$ cat src/rtl/cpu_sfr_arb.sv
// cpu_sfr_arb: two-master arbiter/sequencer for the CPU SFR/IO bus.
`ifndef CPU_DATA_WIDTH
`define CPU_DATA_WIDTH 8
`endif
`ifndef CPU_ADDR_WIDTH
`define CPU_ADDR_WIDTH 8
`endif

module cpu_sfr_arb #(
  parameter int DATA_WIDTH = `CPU_DATA_WIDTH,
  parameter int ADDR_WIDTH = `CPU_ADDR_WIDTH,
  parameter bit FIXED_PRIO = 1'b0
) (
  input  logic                  CLK,
  input  logic                  RST_N,
  input  logic                  M0_REQ,
  input  logic                  M0_WE,
  input  logic [ADDR_WIDTH-1:0] M0_ADDR,
  input  logic [DATA_WIDTH-1:0] M0_WDATA,
  output logic                  M0_ACK,
  output logic [DATA_WIDTH-1:0] M0_RDATA,
  input  logic                  M1_REQ,
  input  logic                  M1_WE,
  input  logic [ADDR_WIDTH-1:0] M1_ADDR,
  input  logic [DATA_WIDTH-1:0] M1_WDATA,
  output logic                  M1_ACK,
  output logic [DATA_WIDTH-1:0] M1_RDATA,
  output logic                  MEM_WR,
  output logic                  MEM_RD,
  output logic [ADDR_WIDTH-1:0] MEM_ADDR,
  output logic [DATA_WIDTH-1:0] MEM_WR_DATA,
  input  logic [DATA_WIDTH-1:0] MEM_RD_DATA,
  output logic                  BUSY,
  output logic                  GNT
);

  typedef enum logic [1:0] {IDLE, ISSUE, WAIT, ACK} state_t;

  state_t                  state_q, state_d;
  logic                    last_q;
  logic                    we_q;
  logic                    gnt_vld;
  logic                    gnt_sel;
  logic                    sel_we;
  logic [ADDR_WIDTH-1:0]   sel_addr;
  logic [DATA_WIDTH-1:0]   sel_wdata;

  // Next state and grant decision; the bus/output registers below are all
  // loaded from these so every output stays registered.
  always_comb begin
    state_d   = state_q;
    gnt_vld   = 1'b0;
    gnt_sel   = 1'b0;
    case (state_q)
      IDLE: begin
        if (M0_REQ || M1_REQ) begin
          gnt_vld = 1'b1;
          if (M0_REQ && M1_REQ) gnt_sel = FIXED_PRIO ? 1'b0 : ~last_q;
          else                  gnt_sel = M1_REQ;
          state_d = ISSUE;
        end
      end
      ISSUE:   state_d = we_q ? ACK : WAIT;
      WAIT:    state_d = ACK;
      ACK:     state_d = IDLE;
      default: state_d = IDLE;
    endcase
    sel_we    = gnt_sel ? M1_WE    : M0_WE;
    sel_addr  = gnt_sel ? M1_ADDR  : M0_ADDR;
    sel_wdata = gnt_sel ? M1_WDATA : M0_WDATA;
  end

  always_ff @(posedge CLK or negedge RST_N) begin
    if (!RST_N) state_q <= IDLE;
    else        state_q <= state_d;
  end

  always_ff @(posedge CLK or negedge RST_N) begin
    if (!RST_N) begin
      last_q      <= 1'b1;
      we_q        <= 1'b0;
      MEM_WR      <= 1'b0;
      MEM_RD      <= 1'b0;
      MEM_ADDR    <= '0;
      MEM_WR_DATA <= '0;
      M0_ACK      <= 1'b0;
      M1_ACK      <= 1'b0;
      M0_RDATA    <= '0;
      M1_RDATA    <= '0;
      BUSY        <= 1'b0;
      GNT         <= 1'b0;
    end else begin
      MEM_WR <= 1'b0;
      MEM_RD <= 1'b0;
      M0_ACK <= 1'b0;
      M1_ACK <= 1'b0;
      BUSY   <= (state_d != IDLE);
      if (gnt_vld) begin
        we_q        <= sel_we;
        MEM_ADDR    <= sel_addr;
        MEM_WR_DATA <= sel_wdata;
        MEM_WR      <= sel_we;
        MEM_RD      <= ~sel_we;
        GNT         <= gnt_sel;
        last_q      <= gnt_sel;
      end
      if ((state_q == ISSUE && we_q) || state_q == WAIT) begin
        M0_ACK <= ~GNT;
        M1_ACK <= GNT;
      end
      if (state_q == WAIT) begin
        if (GNT) M1_RDATA <= MEM_RD_DATA;
        else     M0_RDATA <= MEM_RD_DATA;
      end
    end
  end

endmodule

$ cat config.mk
export PLATFORM = sky130hd
export DESIGN_NAME = cpu_sfr_arb
export DESIGN_NICKNAME = d
export VERILOG_FILES = /design/src/rtl/cpu_sfr_arb.sv
export SDC_FILE = /design/constraint.sdc
export NUM_CORES = 1
export LEC_CHECK = 0
export BUFFER_PORTS_ARGS = -buffer_cell sky130_fd_sc_hd__buf_4
export CELL_PAD_IN_SITES_DETAIL_PLACEMENT = 1
export CELL_PAD_IN_SITES_GLOBAL_PLACEMENT = 2
export CORE_UTILIZATION = 25
export CTS_CLUSTER_DIAMETER = 120
export DETAILED_ROUTE_END_ITERATION = 6
export PLACE_DENSITY_LB_ADDON = 0.2
export SYNTH_ARGS = -nofsm -noshare
export SYNTH_HDL_FRONTEND = slang
export SYNTH_SLANG_ARGS = --single-unit
$ cat constraint.sdc
create_clock -name CLK -period 1.32 [get_ports CLK]
set_input_delay 0.132 -clock CLK [delete_from_list [all_inputs] [get_ports CLK]]
set_output_delay 0.132 -clock CLK [all_outputs]
set_load 0.05 [all_outputs]
==> flow_summary.json <==
{
  "outcome": "complete, but fails checks",
  "violations": "negative setup slack",
  "via_per_inst": 4.81,
  "seq_area_um2": 1050,
  "io_pins": 84,
  "rsz0062_at_grt": "true",
  "dr.pass1.iters": 4,
  "whs_endpoint": "M1_RDATA[4]$_DFFE_PN0P_",
  "finalHoldViolations": 0,
  "grtUsageTotal_pct": 15.3,
  "clkPwrFrac_pct": 9.3,
  "synth_top_area_share_pct": 54.1,
  "grt.met2_usage_pct": 26.2,
  "place_hpwl_um": 3940,
  "fillers": 816,
  "cts_root_buffer": "clkbuf_8",
  "dp_slack_ps": -118,
  "fin_skew_ps": 5.02,
  "swShare_pct": 48.4,
  "synth_top_cell_by_area": "dfrtp_1",
  "rrSetupSlack_ps": -60,
  "drc_errors": 0,
  "vias": 1769,
  "setup_ws_ps": -63.4,
  "cpPeakStageDelay_ps": 390,
  "port_buffers": 83,
  "hold_path.class": "input pin to flop",
  "power_leakage_nw": 1.41,
  "nNetsFinal": 318,
  "setup_viol": 31,
  "cp-end-kind": "flop",
  "met1_usage_pct": 19.0,
  "critPathKind": "flop to flop",
  "cts_tree": "done",
  "whs_ps": 74.9,
  "crit_cells": 5,
  "die_w_um": 89.1,
  "first_iter_violations": 53,
  "num_rows": 31,
  "max_freq_ghz": 0.723,
  "start_util_pct": 26.0,
  "cts.sink_count": 42,
  "peakVddDrop_mv": 1.13,
  "multi_input_area_um2": 992,
  "cp_max_fo": 8,
  "total_power_mw": 9.48,
  "antenna_left": 0,
  "grt_pass1_wl_um": 9140,
  "p_seq_share_pct": 24.6,
  "min_delay_path_depth": 2,
  "dpl-instance-area_um2": 2720,
  "wirelength_um": 6470,
  "die-area_um2": 7930,
  "slew_violations": 0,
  "htreeDepth": 2,
  "period_needed_ps": 1380,
  "internal-power_mw": 4.89,
  "core_area_um2": 7290,
  "p_comb_share_pct": 66.1,
  "use_met3_pct": 4.43,
  "tightest_slew_ps": 543,
  "r2r-start": "state_q[0]$_DFF_PN0_",
  "ys_seq_area_share_pct": 55.5,
  "grt_start_max_net_pins": 43,
  "design_area_um2": 3270,
  "final_min_period_over_clock_period_pct": 105,
  "crit_arrival_ps": 1570,
  "reg2reg_to": "M0_RDATA[5]$_DFFE_PN0P_",
  "post-route-util_pct": 44.8,
  "required_ps": 1500,
  "clockBufferDepth": 2,
  "syn_nets": 215,
  "busiest_layer": "met2",
  "yosys_warnings": 0,
  "cts_buffers": 5,
  "synth_cells": 165,
  "cp_top_family": "flip-flops",
  "ff2ff_path_depth": 5,
  "yosys_register_bits": 42,
  "gp_congestion": 0.713,
  "startpoint_type": "flop",
  "antennaDiodeCount": 0,
  "synth_area_leaders": "dfrtp_1 54%, o2111ai_1 7.9%, mux2_2 7.7%, a31oi_1 5.6%, nor2_1 3.6%",
  "syn_area_um2": 1900,
  "crit_buf_inv": 2,
  "grt_overflow": 0,
  "maxCapViolCount": 0,
  "relSlewSlack_pct": 63.8,
  "antenna_found_initial": 0,
  "wl_per_cell_um": 17.6,
  "syn_to_final_growth_pct": 72.3,
  "syn-mean-instance-area_um2": 11.5,
  "clkTransAtPathRegs_ps": 80,
  "grt_pass1_vias": 1865,
  "p_switching_mw": 4.58,
  "min-delay-start": "MEM_RD_DATA[4]",
  "worstSkewPairLatency_ps": 300,
  "drive_gt1_share_pct": 62.8,
  "crit_chain": "inv_2 -> ha_4 -> nor2b_4 -> buf_8 -> mux2_4",
  "die_h_um": 89.1,
  "synthDistinctLibCells": 26,
  "crit_path_top_delay_cell": "dfrtp_1",
  "powerDensity_nw_per_um2": 2900
}
-- worst reg2reg max path, stage by stage (launching register included) --
cell	delay, ps
dfrtp_1	390
inv_2	120
ha_4	160
nor2b_4	150
buf_8	150
mux2_4	310
-- per-layer routing --
metal / wire length (µm) / part of all wire, %
met5: 0 / 0
met2: 3290 / 51
met1: 2670 / 41
met4: 108 / 1.7
met3: 406 / 6.3
-- registers in the layout, summed over array words and instances, names as in the netlist --
| register | flops |
|---|---|
| M1_ACK | 1 |
| MEM_RD | 1 |
| BUSY | 1 |
| M0_ACK | 1 |
| last_q | 1 |
| GNT | 1 |
| MEM_WR_DATA | 8 |
| state_q | 2 |
| we_q | 1 |
| MEM_ADDR | 8 |
| MEM_WR | 1 |
| M0_RDATA | 8 |
| M1_RDATA | 8 |
-- timing repair --
action                                  in CTS  in global routing
endpoints found under the hold margin       41                  0
endpoints found under the setup margin      28                 36
pin swaps                                    2                  2
gates cloned                                 1                  4
resized for setup                           26                 37
hold buffers                                 1                  0
setup buffers                                2                  3
-- area by class of cell --
cell class	instances	area share (%)
multi-input cells	105	30.4
repair buffers	110	30.2
clock inverters	2	0.383
clock buffers	6	2.53
inverters	4	0.460
flip-flops and latches	42	32.3
well taps	99	3.79
-- power groups by stage --
stage                     clock (mW)  combinational [mW]  sequential, mW
after floorplan                    0                1.45            4.24
after global placement             0                5.01            2.31
after detailed placement           0                5.06            2.32
after CTS                      0.915                5.52            2.32
after global routing           0.972                6.62            2.41
final                          0.882                6.26            2.33
-- logic make-up after synthesis --
logic type,count (synthesis),share of synthesized area (%)
AOI/OAI and AO/OA,57,19.7
DFF,42,55.5
muxes,17,10.0
buffers and inverters,18,6.01
adders and majority gates,4,2.64
and+or+nand+nor,27,6.07
-- synthesized netlist by cell type --
master	count
o2111ai_1	17
dfrtp_1	41
nor2b_1	2
o22ai_1	1
inv_1	2
nand2_1	3
buf_6	3
o21ai_1	9
nor2_1	18
ha_1	4
clkinv_1	1
mux2_2	13
o21a_1	1
o21ai_0	10
nor3_1	1
and3_1	1
or2_1	1
buf_2	7
and2_1	1
mux2i_1	1
buf_4	4
inv_2	1
a21oi_1	2
a31oi_1	17
mux2_1	3
dfstp_2	1
-- layout by cell type, fill, tap and decap left out, types with 5 or more instances in the layout --
| cell | instances |
|---|---|
| mux2_4 | 8 |
| o2111ai_2 | 5 |
| clkbuf_8 | 6 |
| o21ai_2 | 6 |
| buf_12 | 5 |
| mux2_2 | 8 |
| dfrtp_1 | 40 |
| o2111ai_1 | 12 |
| o21ai_1 | 7 |
| buf_4 | 95 |
| nor2_1 | 15 |
| a31oi_1 | 13 |
-- worst max path at each step --
| stage | from | endpoint | slack (ps) |
|---|---|---|---|
| global route | state_q[0]$_DFF_PN0_ | MEM_ADDR[2]$_DFFE_PN0P_ | -140 |
| CTS | state_q[0]$_DFF_PN0_ | M0_RDATA[5]$_DFFE_PN0P_ | -60 |
| global placement | state_q[0]$_DFF_PN0_ | M0_RDATA[2]$_DFFE_PN0P_ | -60 |
| finish | state_q[0]$_DFF_PN0_ | M0_RDATA[5]$_DFFE_PN0P_ | -60 |
| floorplan | state_q[0]$_DFF_PN0_ | MEM_ADDR[3]$_DFFE_PN0P_ | -40 |
| detailed placement | state_q[0]$_DFF_PN0_ | M0_RDATA[5]$_DFFE_PN0P_ | -120 |
-- through the flow --
stage / setup TNS [ps] / std cells
after global routing: -3680 / 368
after detailed placement: -1370 / 349
after CTS: -686 / 361
after floorplan: -627 / 165
after global placement: -569 / 349
final: -1560 / 368
No activity file was read; power rests on OpenSTA's default activity.
